**src/rtl/multi_freq_meter_pkg.sv**
```systemverilog
// Shared types and helpers for the multi-channel frequency meter.
// Optional feature macro: FREQ_SCALE_EN (adds the SCALE state).
package multi_freq_meter_pkg;

  localparam int GATE_SEL_W = 2;

  localparam int unsigned DEC_X1    = 1;
  localparam int unsigned DEC_X10   = 10;
  localparam int unsigned DEC_X100  = 100;
  localparam int unsigned DEC_X1000 = 1000;

  typedef enum logic [1:0] {
    IDLE  = 2'd0,
    COUNT = 2'd1,
    LATCH = 2'd2,
    SCALE = 2'd3
  } state_t;

  // Window length in clock cycles; never returns 0 so the gate counter always runs.
  function automatic int unsigned gate_cycles(input int unsigned clk_hz,
                                              input logic [GATE_SEL_W-1:0] sel);
    int unsigned g;
    case (sel)
      2'd0:    g = clk_hz;
      2'd1:    g = clk_hz / DEC_X10;
      2'd2:    g = clk_hz / DEC_X100;
      default: g = clk_hz / DEC_X1000;
    endcase
    if (g == 0) g = 1;
    return g;
  endfunction

  // Multiplier that turns a window count into Hz for the given gate selection.
  function automatic int unsigned decade_mult(input logic [GATE_SEL_W-1:0] sel);
    int unsigned m;
    case (sel)
      2'd0:    m = DEC_X1;
      2'd1:    m = DEC_X10;
      2'd2:    m = DEC_X100;
      default: m = DEC_X1000;
    endcase
    return m;
  endfunction

endpackage

```
**src/rtl/freq_chan.sv**
```systemverilog
// One measurement channel: input synchroniser, rising-edge detector and a
// saturating edge counter with a sticky overflow bit.
// clear dominates load_one, which dominates count_en.
module freq_chan #(
  parameter int CNT_W       = 24,
  parameter int SYNC_STAGES = 2
) (
  input  logic             clk_clk,
  input  logic             reset_reset_n,
  input  logic             sig_in,
  input  logic             clear,
  input  logic             load_one,
  input  logic             count_en,
  output logic [CNT_W-1:0] cnt,
  output logic             ovf
);

  localparam logic [CNT_W-1:0] CNT_MAX = '1;

  logic [SYNC_STAGES-1:0] sync_q, sync_d;
  logic                   prev_q, prev_d;
  logic [CNT_W-1:0]       cnt_q, cnt_d;
  logic                   ovf_q, ovf_d;
  logic                   rise;

  // Next-state: shift synchroniser, detect rising edge, update counter
  always_comb begin
    sync_d = {sync_q[SYNC_STAGES-2:0], sig_in};
    prev_d = sync_q[SYNC_STAGES-1];
    rise   = sync_q[SYNC_STAGES-1] & ~prev_q;
    cnt_d  = cnt_q;
    ovf_d  = ovf_q;
    if (clear) begin
      cnt_d = '0;
      ovf_d = 1'b0;
    end else if (load_one) begin
      // Window boundary: an edge arriving now belongs to the next window.
      cnt_d = CNT_W'(rise);
      ovf_d = 1'b0;
    end else if (count_en && rise) begin
      if (cnt_q == CNT_MAX) ovf_d = 1'b1;
      else                  cnt_d = cnt_q + CNT_W'(1);
    end
  end

  // State registers with synchronous active-low reset
  always_ff @(posedge clk_clk) begin
    if (!reset_reset_n) begin
      sync_q <= '0;
      prev_q <= 1'b0;
      cnt_q  <= '0;
      ovf_q  <= 1'b0;
    end else begin
      sync_q <= sync_d;
      prev_q <= prev_d;
      cnt_q  <= cnt_d;
      ovf_q  <= ovf_d;
    end
  end

  assign cnt = cnt_q;
  assign ovf = ovf_q;

endmodule

```
**src/rtl/multi_freq_meter.sv**
```systemverilog
// N-channel frequency meter: gate timer, window FSM and result registers.
// Optional feature macro: FREQ_SCALE_EN reports count x 10^gate_sel in Hz
// through an extra SCALE cycle per window.
//
// state | meaning
// IDLE  | not measuring, channel counters held at 0, busy low
// COUNT | gate window open, channels count edges
// LATCH | window closed; counts captured, counters restart
// SCALE | captured counts multiplied to Hz (FREQ_SCALE_EN only)
module multi_freq_meter
  import multi_freq_meter_pkg::*;
#(
  parameter int NUM_CH      = 8,
  parameter int CNT_W       = 24,
  parameter int CLK_HZ      = 50_000_000,
  parameter int SYNC_STAGES = 2
) (
  input  logic                    clk_clk,
  input  logic                    reset_reset_n,
  input  logic                    enable,
  input  logic [GATE_SEL_W-1:0]   gate_sel,
  input  logic [NUM_CH-1:0]       sig_in,
  output logic [NUM_CH*CNT_W-1:0] freq_out,
  output logic [NUM_CH-1:0]       ovf_out,
  output logic                    result_valid,
  output logic                    busy
);

  localparam int GATE_W = $clog2(CLK_HZ + 1);

  state_t                  state_q, state_d;
  logic [GATE_W-1:0]       gate_q, gate_d;
  logic [GATE_W-1:0]       gate_load;
  logic [NUM_CH*CNT_W-1:0] freq_q, freq_d;
  logic [NUM_CH-1:0]       ovf_q, ovf_d;
  logic                    valid_q, valid_d;
  logic [NUM_CH*CNT_W-1:0] cnt_flat;
  logic [NUM_CH-1:0]       ovf_flat;
  logic                    chan_clear, chan_load, chan_count;

`ifdef FREQ_SCALE_EN
  localparam int               PROD_W  = CNT_W + 10;
  localparam logic [CNT_W-1:0] CNT_MAX = '1;

  logic [GATE_SEL_W-1:0]   win_sel_q, win_sel_d;
  logic [NUM_CH*CNT_W-1:0] raw_q, raw_d;
  logic [NUM_CH-1:0]       raw_ovf_q, raw_ovf_d;
  logic [NUM_CH*CNT_W-1:0] scaled;
  logic [NUM_CH-1:0]       scaled_ovf;

  function automatic logic [CNT_W:0] scale_one(input logic [CNT_W-1:0]      raw,
                                               input logic [GATE_SEL_W-1:0] sel);
    logic [PROD_W-1:0] prod;
    prod = PROD_W'(raw) * PROD_W'(decade_mult(sel));
    if (prod > PROD_W'(CNT_MAX)) return {1'b1, CNT_MAX};
    return {1'b0, prod[CNT_W-1:0]};
  endfunction

  // Decade scaling of the captured counts, saturating into CNT_W bits
  always_comb begin
    scaled     = '0;
    scaled_ovf = '0;
    for (int i = 0; i < NUM_CH; i++) begin
      {scaled_ovf[i], scaled[i*CNT_W +: CNT_W]} =
        scale_one(raw_q[i*CNT_W +: CNT_W], win_sel_q);
    end
  end
`endif

  // gate_sel only takes effect where a new window is loaded
  assign gate_load = GATE_W'(gate_cycles(CLK_HZ, gate_sel) - 1);

  // Window FSM: next state, gate timer, result capture and channel controls
  always_comb begin
    state_d    = state_q;
    gate_d     = gate_q;
    freq_d     = freq_q;
    ovf_d      = ovf_q;
    valid_d    = 1'b0;
    chan_clear = 1'b0;
    chan_load  = 1'b0;
    chan_count = 1'b0;
`ifdef FREQ_SCALE_EN
    win_sel_d  = win_sel_q;
    raw_d      = raw_q;
    raw_ovf_d  = raw_ovf_q;
`endif
    unique case (state_q)
      IDLE: begin
        chan_clear = 1'b1;
        if (enable) begin
          state_d = COUNT;
          gate_d  = gate_load;
`ifdef FREQ_SCALE_EN
          win_sel_d = gate_sel;
`endif
        end
      end
      COUNT: begin
        chan_count = 1'b1;
        if (!enable)             state_d = IDLE;
        else if (gate_q == '0)   state_d = LATCH;
        else                     gate_d  = gate_q - GATE_W'(1);
      end
      LATCH: begin
        chan_load = 1'b1;
`ifdef FREQ_SCALE_EN
        raw_d     = cnt_flat;
        raw_ovf_d = ovf_flat;
        state_d   = SCALE;
`else
        freq_d  = cnt_flat;
        ovf_d   = ovf_flat;
        valid_d = 1'b1;
        if (enable) begin
          state_d = COUNT;
          gate_d  = gate_load;
        end else begin
          state_d = IDLE;
        end
`endif
      end
      SCALE: begin
`ifdef FREQ_SCALE_EN
        // Counters were restarted in LATCH, so this cycle already belongs to the next window.
        chan_count = 1'b1;
        freq_d     = scaled;
        ovf_d      = scaled_ovf | raw_ovf_q;
        valid_d    = 1'b1;
        if (enable) begin
          state_d   = COUNT;
          gate_d    = gate_load;
          win_sel_d = gate_sel;
        end else begin
          state_d = IDLE;
        end
`else
        state_d = IDLE;
`endif
      end
      default: state_d = IDLE;
    endcase
  end

  // Registers with synchronous active-low reset
  always_ff @(posedge clk_clk) begin
    if (!reset_reset_n) begin
      state_q   <= IDLE;
      gate_q    <= '0;
      freq_q    <= '0;
      ovf_q     <= '0;
      valid_q   <= 1'b0;
`ifdef FREQ_SCALE_EN
      win_sel_q <= '0;
      raw_q     <= '0;
      raw_ovf_q <= '0;
`endif
    end else begin
      state_q   <= state_d;
      gate_q    <= gate_d;
      freq_q    <= freq_d;
      ovf_q     <= ovf_d;
      valid_q   <= valid_d;
`ifdef FREQ_SCALE_EN
      win_sel_q <= win_sel_d;
      raw_q     <= raw_d;
      raw_ovf_q <= raw_ovf_d;
`endif
    end
  end

  for (genvar i = 0; i < NUM_CH; i++) begin : g_chan
    freq_chan #(
      .CNT_W      (CNT_W),
      .SYNC_STAGES(SYNC_STAGES)
    ) u_chan (
      .clk_clk      (clk_clk),
      .reset_reset_n(reset_reset_n),
      .sig_in       (sig_in[i]),
      .clear        (chan_clear),
      .load_one     (chan_load),
      .count_en     (chan_count),
      .cnt          (cnt_flat[i*CNT_W +: CNT_W]),
      .ovf          (ovf_flat[i])
    );
  end

  assign freq_out     = freq_q;
  assign ovf_out      = ovf_q;
  assign result_valid = valid_q;
  assign busy         = (state_q != IDLE);

endmodule

```
**config.mk**
```make
export PLATFORM = sky130hd
export DESIGN_NAME = multi_freq_meter
export DESIGN_NICKNAME = d
export VERILOG_FILES = /design/src/rtl/multi_freq_meter_pkg.sv /design/src/rtl/freq_chan.sv /design/src/rtl/multi_freq_meter.sv
export SDC_FILE = /design/constraint.sdc
export NUM_CORES = 1
export LEC_CHECK = 0
export ABC_CLOCK_PERIOD_IN_PS = 3800
export BUFFER_PORTS_ARGS = -buffer_cell sky130_fd_sc_hd__buf_2
export CORE_ASPECT_RATIO = 0.8
export CORE_MARGIN = 5
export CORE_UTILIZATION = 29
export DETAILED_ROUTE_END_ITERATION = 12
export GPL_TIMING_DRIVEN = 0
export PLACE_DENSITY = 0.43
export SLEW_MARGIN = 0
export SYNTH_ARGS = -nofsm -noshare
export SYNTH_HDL_FRONTEND = slang
export SYNTH_HIERARCHICAL = 1
export SYNTH_SLANG_ARGS = --single-unit
```
**constraint.sdc**
```tcl
create_clock -name clk_clk -period 3.8 [get_ports clk_clk]
set_input_delay 0.19 -clock clk_clk [delete_from_list [all_inputs] [get_ports clk_clk]]
set_output_delay 0.19 -clock clk_clk [all_outputs]
set_load 0.01 [all_outputs]
```
==> results by group, run 1 <==
Synth
  • #FFs+latches synth: about 450
  • Synth cell types: 69
  • Yosys top cell by area: dfxtp_1
  • Share of the synthesized area in the top cell type: 45.6%
  • Synth Flop Type: dfxtp_1
  • Synth area leaders: dfxtp_1, nand2_1, a21oi_1
  • Post-synth EDFFs: 0
  • Synth Warn #: 6
  • Post-synth ARST share: 0%
  • Synth Instances: 2444
  • Register area share after synthesis: 45.6%
  • Mapped Area: 0.0199 mm²
  • Average cell area after synthesis: 8.14 µm²
  • Post-Syn Nets: approximately 2500

STA
  • Final setup fails: 0
  • Clk_skew: around 0.012 ns
  • Tmin final: 3.40 ns
  • Final Hold Viols: 0
  • Final slew viol count: 0
  • Setup WS post-layout: 0.403 ns
  • Least-Margin Pin Slew: about 1.2 ns
  • Slew HR: 22.3%
  • Period utilization: around nine tenths
  • RSZ-0062 raised after global routing: false
  • F_max: 294 MHz
  • Setup TNS: 0 ns

Finish
  • Leading cell type in the layout, fill and taps excluded: nand2_1
  • Area occupied by multi-input gates: 0.0102 mm²
  • FILL cells: 7256
  • Share of layout cells above drive strength 1: around an eighth
  • Layout Area Growth over Synthesis: 20.3%
  • Final net count: 2749
  • Commonest non-fill, non-tap cells in the layout: nand2_1, dfxtp_1, a21oi_1
  • Util after Layout: a little over a third
  • Sequential cell area: 0.00907 mm²

Placed design
  • DP Worst Slack: -0.176 ns
  • RePlAce Congestion: 0.829
  • Post-DP HPWL: 44800 µm
  • Port Buffer Count: 213

Worst setup path
  • R2R Setup Slk: 0.40 ns
  • Worst Path Arrival: 3.88 ns
  • Worst flop-to-flop path startpoint: state_q[0]$_SDFFE_PN0P_
  • Slowest CP cell: or3_1
  • Worst EP required: 4.28 ns
  • RR Endpoint: gate_q[24]$_SDFFE_PN0P_
  • CP Class: flip-flop to flip-flop
  • Slowest stage delay, CP: 0.50 ns
  • CP Launch Type: flip-flop
  • CP endpoint kind: flip-flop
  • Worst R2R Path Depth: 10
  • Critical-path cell list: buf_6 > clkbuf_2 > buf_1 > nand2_1 > ha_1 > o211ai_1 > or3_1 > nor3_2 > a31oi_1 > o21a_1
  • Max FO, Critical Path: 19

Global routing
  • Vias in the first global route: 17477
  • First-pass GRT wire length: between 90000 and 100000 µm
  • Initial antenna violation count: 1
  • GR Util All Layers: 16.2%
  • Global route overflow: 0
  • Largest net degree at the start of global routing: 50

Min path
  • Min-delay src: enable
  • Hold path cells: 3
  • Worst Hold Class: input port to flip-flop
  • Hold Crit Endpoint: state_q[1]$_SDFFE_PN0P_

Floorplan
  • FP Rows: 85
  • Die height: 244 µm
  • Initial Util: 29.4%
  • I/O Pins: 215
  • Die area: 0.0740 mm²
  • Core box area: between 0.06 and 0.07 mm²
  • Die extent in x: approximately 300 µm

CTS
  • Maximum clock path buffer count: 3
  • Worst-Skew Late Latency: 0.59 ns
  • H-tree levels: 2
  • Clock transition at path regs: 0.06 ns
  • Clock Sinks: 453
  • CTS Buf Count: 51
  • CTS tree: done
  • Clk root buf: clkbuf_16

Pwr
  • Worst VDD drop: 0.272 mV
  • Final Power: about 10 mW
  • Static Leak: 8.10 nW
  • Power per cell area: 428 mW/mm²

Routing
  • Post-DRT Antenna Nets: 0
  • Initial DRC Count: ~950
  • Vias: 18451
  • Wirelength, routed: roughly 63000 µm
  • Via density: ~5.0
  • Pre-antenna DRT Iters: 5
  • DRC: 0
  • DR WL/cell: 17.1 µm

Run
  • Max-cap viol count: 0

Status
  • Outcome: finished clean
-- worst max path at each step --
stage                                 start                                    end  depth (start not counted)
finish              state_q[0]$_SDFFE_PN0P_                gate_q[24]$_SDFFE_PN0P_                         10
global route        state_q[0]$_SDFFE_PN0P_                gate_q[20]$_SDFFE_PN0P_                         10
CTS                 state_q[0]$_SDFFE_PN0P_   g_chan[1].u_chan/cnt[2]$_SDFFE_PP0P_                         10
detailed placement  state_q[0]$_SDFFE_PN0P_  g_chan[7].u_chan/cnt[18]$_SDFFE_PP0P_                         10
global placement    state_q[0]$_SDFFE_PN0P_  g_chan[7].u_chan/cnt[16]$_SDFFE_PP0P_                          9
floorplan           state_q[0]$_SDFFE_PN0P_                gate_q[24]$_SDFFE_PN0P_                         11
-- what timing repair did --
item | 4_1_cts | 5_1_grt
gates resized for setup | 3 | 3
hold buffers | 8 | 0
hold endpoints to repair | 8 | 0
setup buffers | 0 | 1
cloned | 0 | 1
setup endpoints to repair | 89 | 164
-- logic make-up after synthesis --
kind of cell	Yosys count	synth area share, %
AOI/OAI and AO/OA	533	15.8
xor gates and xnor gates	99	4.36
adders and majority gates	16	1.01
buffers and inverters	176	3.51
DFF	453	45.6
muxes	4	0.233
and+or+nand+nor	1163	29.5
-- Yosys cell counts (33+ instances only) --
library cell / n
a21oi_1: 305
xnor2_1: 48
nand4_1: 73
nand3_1: 79
and3_1: 33
clkbuf_1: 123
or3_1: 86
and2_1: 36
nand2_1: 508
and4_1: 49
xor2_1: 51
nor2_1: 142
o21ai_0: 123
dfxtp_1: 453
inv_1: 34
-- sequential cells by signal, summed over array words and instances, names as in the netlist --
name,cells
g_chan.u_chan/cnt,192
ovf_out,8
g_chan.u_chan/sync_q,16
g_chan.u_chan/prev_q,8
state_q,2
gate_q,26
g_chan.u_chan/ovf,8
freq_out,192
result_valid,1
-- metrics by stage --
stage	std cells	hold slack (ns)	instance area (µm²)
finish	3674	0.0516	23900
detailed placement	3571	0.404	22100
floorplan	2444	0.312	19900
CTS	3672	0.00333	23900
global route	3673	0.0430	23900
global placement	3570	0.412	22100
-- worst max-delay path, delay by kind of cell, from the launching register on --
| kind | cells | cell delay [ns] |
|---|---|---|
| buffers and inverters | 3 | 0.76 |
| AO/OA/AOI/OAI | 3 | 0.73 |
| flip-flops | 1 | 0.40 |
| AND/OR/NAND/NOR | 3 | 1.08 |
| adder cells (fa/ha/maj) | 1 | 0.28 |
-- cell type report --
class                      instances  share of cell area [%]
inverter                          35                   0.565
buffer                           140                    2.36
tap                              913                    4.77
timing repair inverter             1                  0.0314
sequential                       453                    37.9
antenna                            1                  0.0105
clock buffer                      75                    6.21
timing repair buffer             223                    4.99
multi-input combinational       1815                    42.4
clock inverter                    18                   0.748
-- metal layers --
layer / wire (µm) / global-route usage (%) / up-vias
met5: 0 / 0 / -
met4: 1220 / 3.78 / 0
met3: 3520 / 3.31 / 78
met2: 26800 / 24.6 / 387
met1: 31100 / 23.6 / 8765
li1: - / - / 9221
-- power by group --
group	switching [mW]	total, mW	internal, mW
sequential	0.0359	4.82	4.79
combinational	0.300	0.440	0.139
clock	2.07	4.97	2.91
Power figures use the tool's default switching activity.
==> run 2, diff against run 1 <==
--- a/config.mk
+++ b/config.mk
@@ -6,13 +6,14 @@
 export NUM_CORES = 1
 export LEC_CHECK = 0
 export ABC_CLOCK_PERIOD_IN_PS = 3800
-export BUFFER_PORTS_ARGS = -buffer_cell sky130_fd_sc_hd__buf_2
+export BUFFER_PORTS_ARGS = -buffer_cell sky130_fd_sc_hd__buf_4
 export CORE_ASPECT_RATIO = 0.8
 export CORE_MARGIN = 5
 export CORE_UTILIZATION = 29
 export DETAILED_ROUTE_END_ITERATION = 12
 export GPL_TIMING_DRIVEN = 0
 export PLACE_DENSITY = 0.43
+export REMOVE_ABC_BUFFERS = 1
 export SLEW_MARGIN = 0
 export SYNTH_ARGS = -nofsm -noshare
 export SYNTH_HDL_FRONTEND = slang
==> run 2 against run 1 <==
Against the previous run: die area unchanged; sequential cell count did not move; wire length down 8.1%; worst setup slack better by 0.013 ns; first-iteration DRC count fell by 9.2%; combinational power is 13% lower; clock skew increased by 0.018 ns; global-route usage down 1.2 points; non-clock buffer count shrank 132; sequential power is essentially flat; total power increased by 3.9%; via count decreased by 4.3%; largest power group unchanged.
==> results by group, run 2 (synthesis results as in run 1) <==
Placed design
  • Post-DP HPWL: 38300 µm (-14%)
  • Dpl cells: 3435 (-3.8%)
  • DP Worst Slack: -0.124 ns (+0.0519 ns)
  • Post-DP Area: 0.0223 mm² (+0.54%)
  • Port Buffer Count: 214 (+0.47%)
  • RePlAce Congestion: 0.770 (-7.2%)

Routing
  • Wirelength, routed: 57600 µm (-8.1%)
  • DRC: 0 (unchanged)
  • Initial DRC Count: 864 (-9.2%)
  • Vias: 17660 (-4.3%)
  • Via density: 4.99 (-0.64%)
  • Post-DRT Antenna Nets: 0 (unchanged)
  • Pre-antenna DRT Iters: 5 (unchanged)
  • DR WL/cell: 16.3 µm (-4.6%)

Global routing
  • Initial antenna violation count: 0 (-1)
  • Global route overflow: 0 (unchanged)
  • First-pass GRT wire length: 92100 µm (-6.2%)
  • Vias in the first global route: 16808 (-3.8%)
  • GR Util All Layers: 14.9% (-1.2 points)
  • Largest net degree at the start of global routing: 125 (+150%)

Pwr
  • Power per cell area: 439 mW/mm² (+2.6%)
  • Static Leak: 8.03 nW (-0.82%)
  • Worst VDD drop: 0.250 mV (-8.2%)

STA
  • Tmin final: 3.38 ns (-0.0135 ns)
  • Final Hold Viols: 0 (unchanged)
  • F_max: 296 MHz (+0.40%)
  • Hold_ws: 0.204 ns (+0.153 ns)
  • Clk_skew: 0.0296 ns (+0.0178 ns)
  • Final slew viol count: 0 (unchanged)
  • RSZ-0062 raised after global routing: false
  • Final setup fails: 0 (unchanged)
  • Setup WS post-layout: 0.417 ns (+0.0135 ns)
  • Slew HR: 16.4% (-5.8 points)
  • Period utilization: 89.0% (-0.35 points)
  • Least-Margin Pin Slew: 1.25 ns (+0.0861 ns)

Worst setup path
  • Worst EP required: 4.32 ns (+0.04 ns)
  • Slowest stage delay, CP: 0.79 ns (+0.29 ns)
  • Max FO, Critical Path: 120 (+101)
  • CP endpoint kind: flip-flop
  • CP bufs+invs: 4 (+1)
  • Critical-path cell list: inv_2 > nand2_4 > buf_16 > inv_8 > buf_16 > or3b_2 > o21ai_0
  • CP top delay family: buffers and inverters
  • CP Launch Type: flip-flop
  • CP Class: flip-flop to flip-flop
  • Worst Path Arrival: 3.90 ns (+0.02 ns)
  • Slowest CP cell: or3b_2
  • CP dominant cell by count: buf_16

Finish
  • Layout Area Growth over Synthesis: 21.8%
  • Final instance area: 0.0242 mm² (+1.2%)
  • Share of layout cells above drive strength 1: 13.9% (+0.67 points)
  • Commonest non-fill, non-tap cells in the layout: nand2_1, dfxtp_1, a21oi_1
  • Leading cell type in the layout, fill and taps excluded: nand2_1
  • Antenna fix cells: 0 (-1)
  • Post-Layout Cell Count: 3539 (-3.7%)
  • Final net count: 2618 (-4.8%)

Floorplan
  • FP Rows: 85 (unchanged)
  • Die height: 244 µm (unchanged)
  • Core box area: 0.0676 mm² (unchanged)
  • I/O Pins: 215 (unchanged)
  • Initial Util: 29.4% (unchanged)
  • Die extent in x: 303 µm (unchanged)
  • Die area: 0.0740 mm² (unchanged)

CTS
  • Clock transition at path regs: 0.06 ns (about the same)
  • Worst-Skew Late Latency: 0.60 ns (about the same)
  • CTS Buf Count: 53 (+3.9%)
  • Clock Sinks: 453 (unchanged)
  • H-tree levels: 2 (unchanged)
  • Clk root buf: clkbuf_16
  • Maximum clock path buffer count: 3 (unchanged)
  • CTS tree: done

Run
  • Max-cap viol count: 0 (unchanged)

Status
  • Outcome: finished clean

Min path
  • Worst Hold Class: input port to flip-flop
## run 2: cell types whose count changed in the layout (fill, tap and decap cells not counted), moves of 4 or more
cell / before / now
bufinv_16: 3 / 7
clkinv_2: 11 / 6
buf_1: 9 / 0
buf_2: 213 / 0
clkbuf_16: 51 / 55
buf_16: 1 / 5
buf_4: 8 / 217
clkbuf_1: 132 / 8
## run 2: final timing paths
path              slack (ns)  cells after the start                                  start                               endpoint
setup / recovery        0.42                      7                state_q[0]$_SDFFE_PN0P_   g_chan[3].u_chan/cnt[0]$_SDFFE_PP0P_
hold reg to reg         0.43                      1  g_chan[7].u_chan/sync_q[0]$_SDFF_PN0_  g_chan[7].u_chan/sync_q[1]$_SDFF_PN0_
hold / removal          0.20                      2                          reset_reset_n                gate_q[15]$_SDFFE_PN0P_
setup reg to reg        0.42                      7                state_q[0]$_SDFFE_PN0P_   g_chan[3].u_chan/cnt[0]$_SDFFE_PP0P_
## run 2: routing by layer
| metal | vias up | global-route usage (%) | wire length (µm) |
|---|---|---|---|
| li1 | 8947 | - | - |
| met1 | 8389 | 21.5 | 29000 |
| met2 | 259 | 23.0 | 24900 |
| met3 | 65 | 3.16 | 2800 |
| met4 | 0 | 3.42 | 938 |
| met5 | - | 0 | 0 |
## run 2: timing repair
action / in CTS / in global routing
buffers inserted: 3 / 0
hold buffers: 9 / 0
gates resized for setup: 0 / 1
pin swaps: 1 / 0
hold endpoints to repair: 11 / 0
setup endpoints to repair: 6 / 120
## run 2: area by class of cell
type	instances	area (µm²)
well taps	913	1140
fillers	7160	43400
inverters	35	146
clock inverters	15	256
multi-input cells	1815	10200
clock buffers	77	1600
repair buffers	231	1860
flip-flops and latches	453	9070
## run 2: report_power, final
group | internal, mW | total (mW) | switching (mW)
clock | 3.36 | 5.42 | 2.05
sequential | 4.79 | 4.83 | 0.0449
combinational | 0.127 | 0.384 | 0.256
total | 8.28 | 10.6 | 2.35
## run 2: metrics by stage
stage / util (%) / power (mW) / TNS [ns]
floorplan: - / 5.16 / -2462.09
global placement: 32.6 / 5.30 / -6358.84
detailed placement: 32.9 / 5.31 / -0.536
CTS: 35.8 / 10.9 / 0
global route: 35.8 / 11.1 / 0
finish: 35.8 / 10.6 / 0
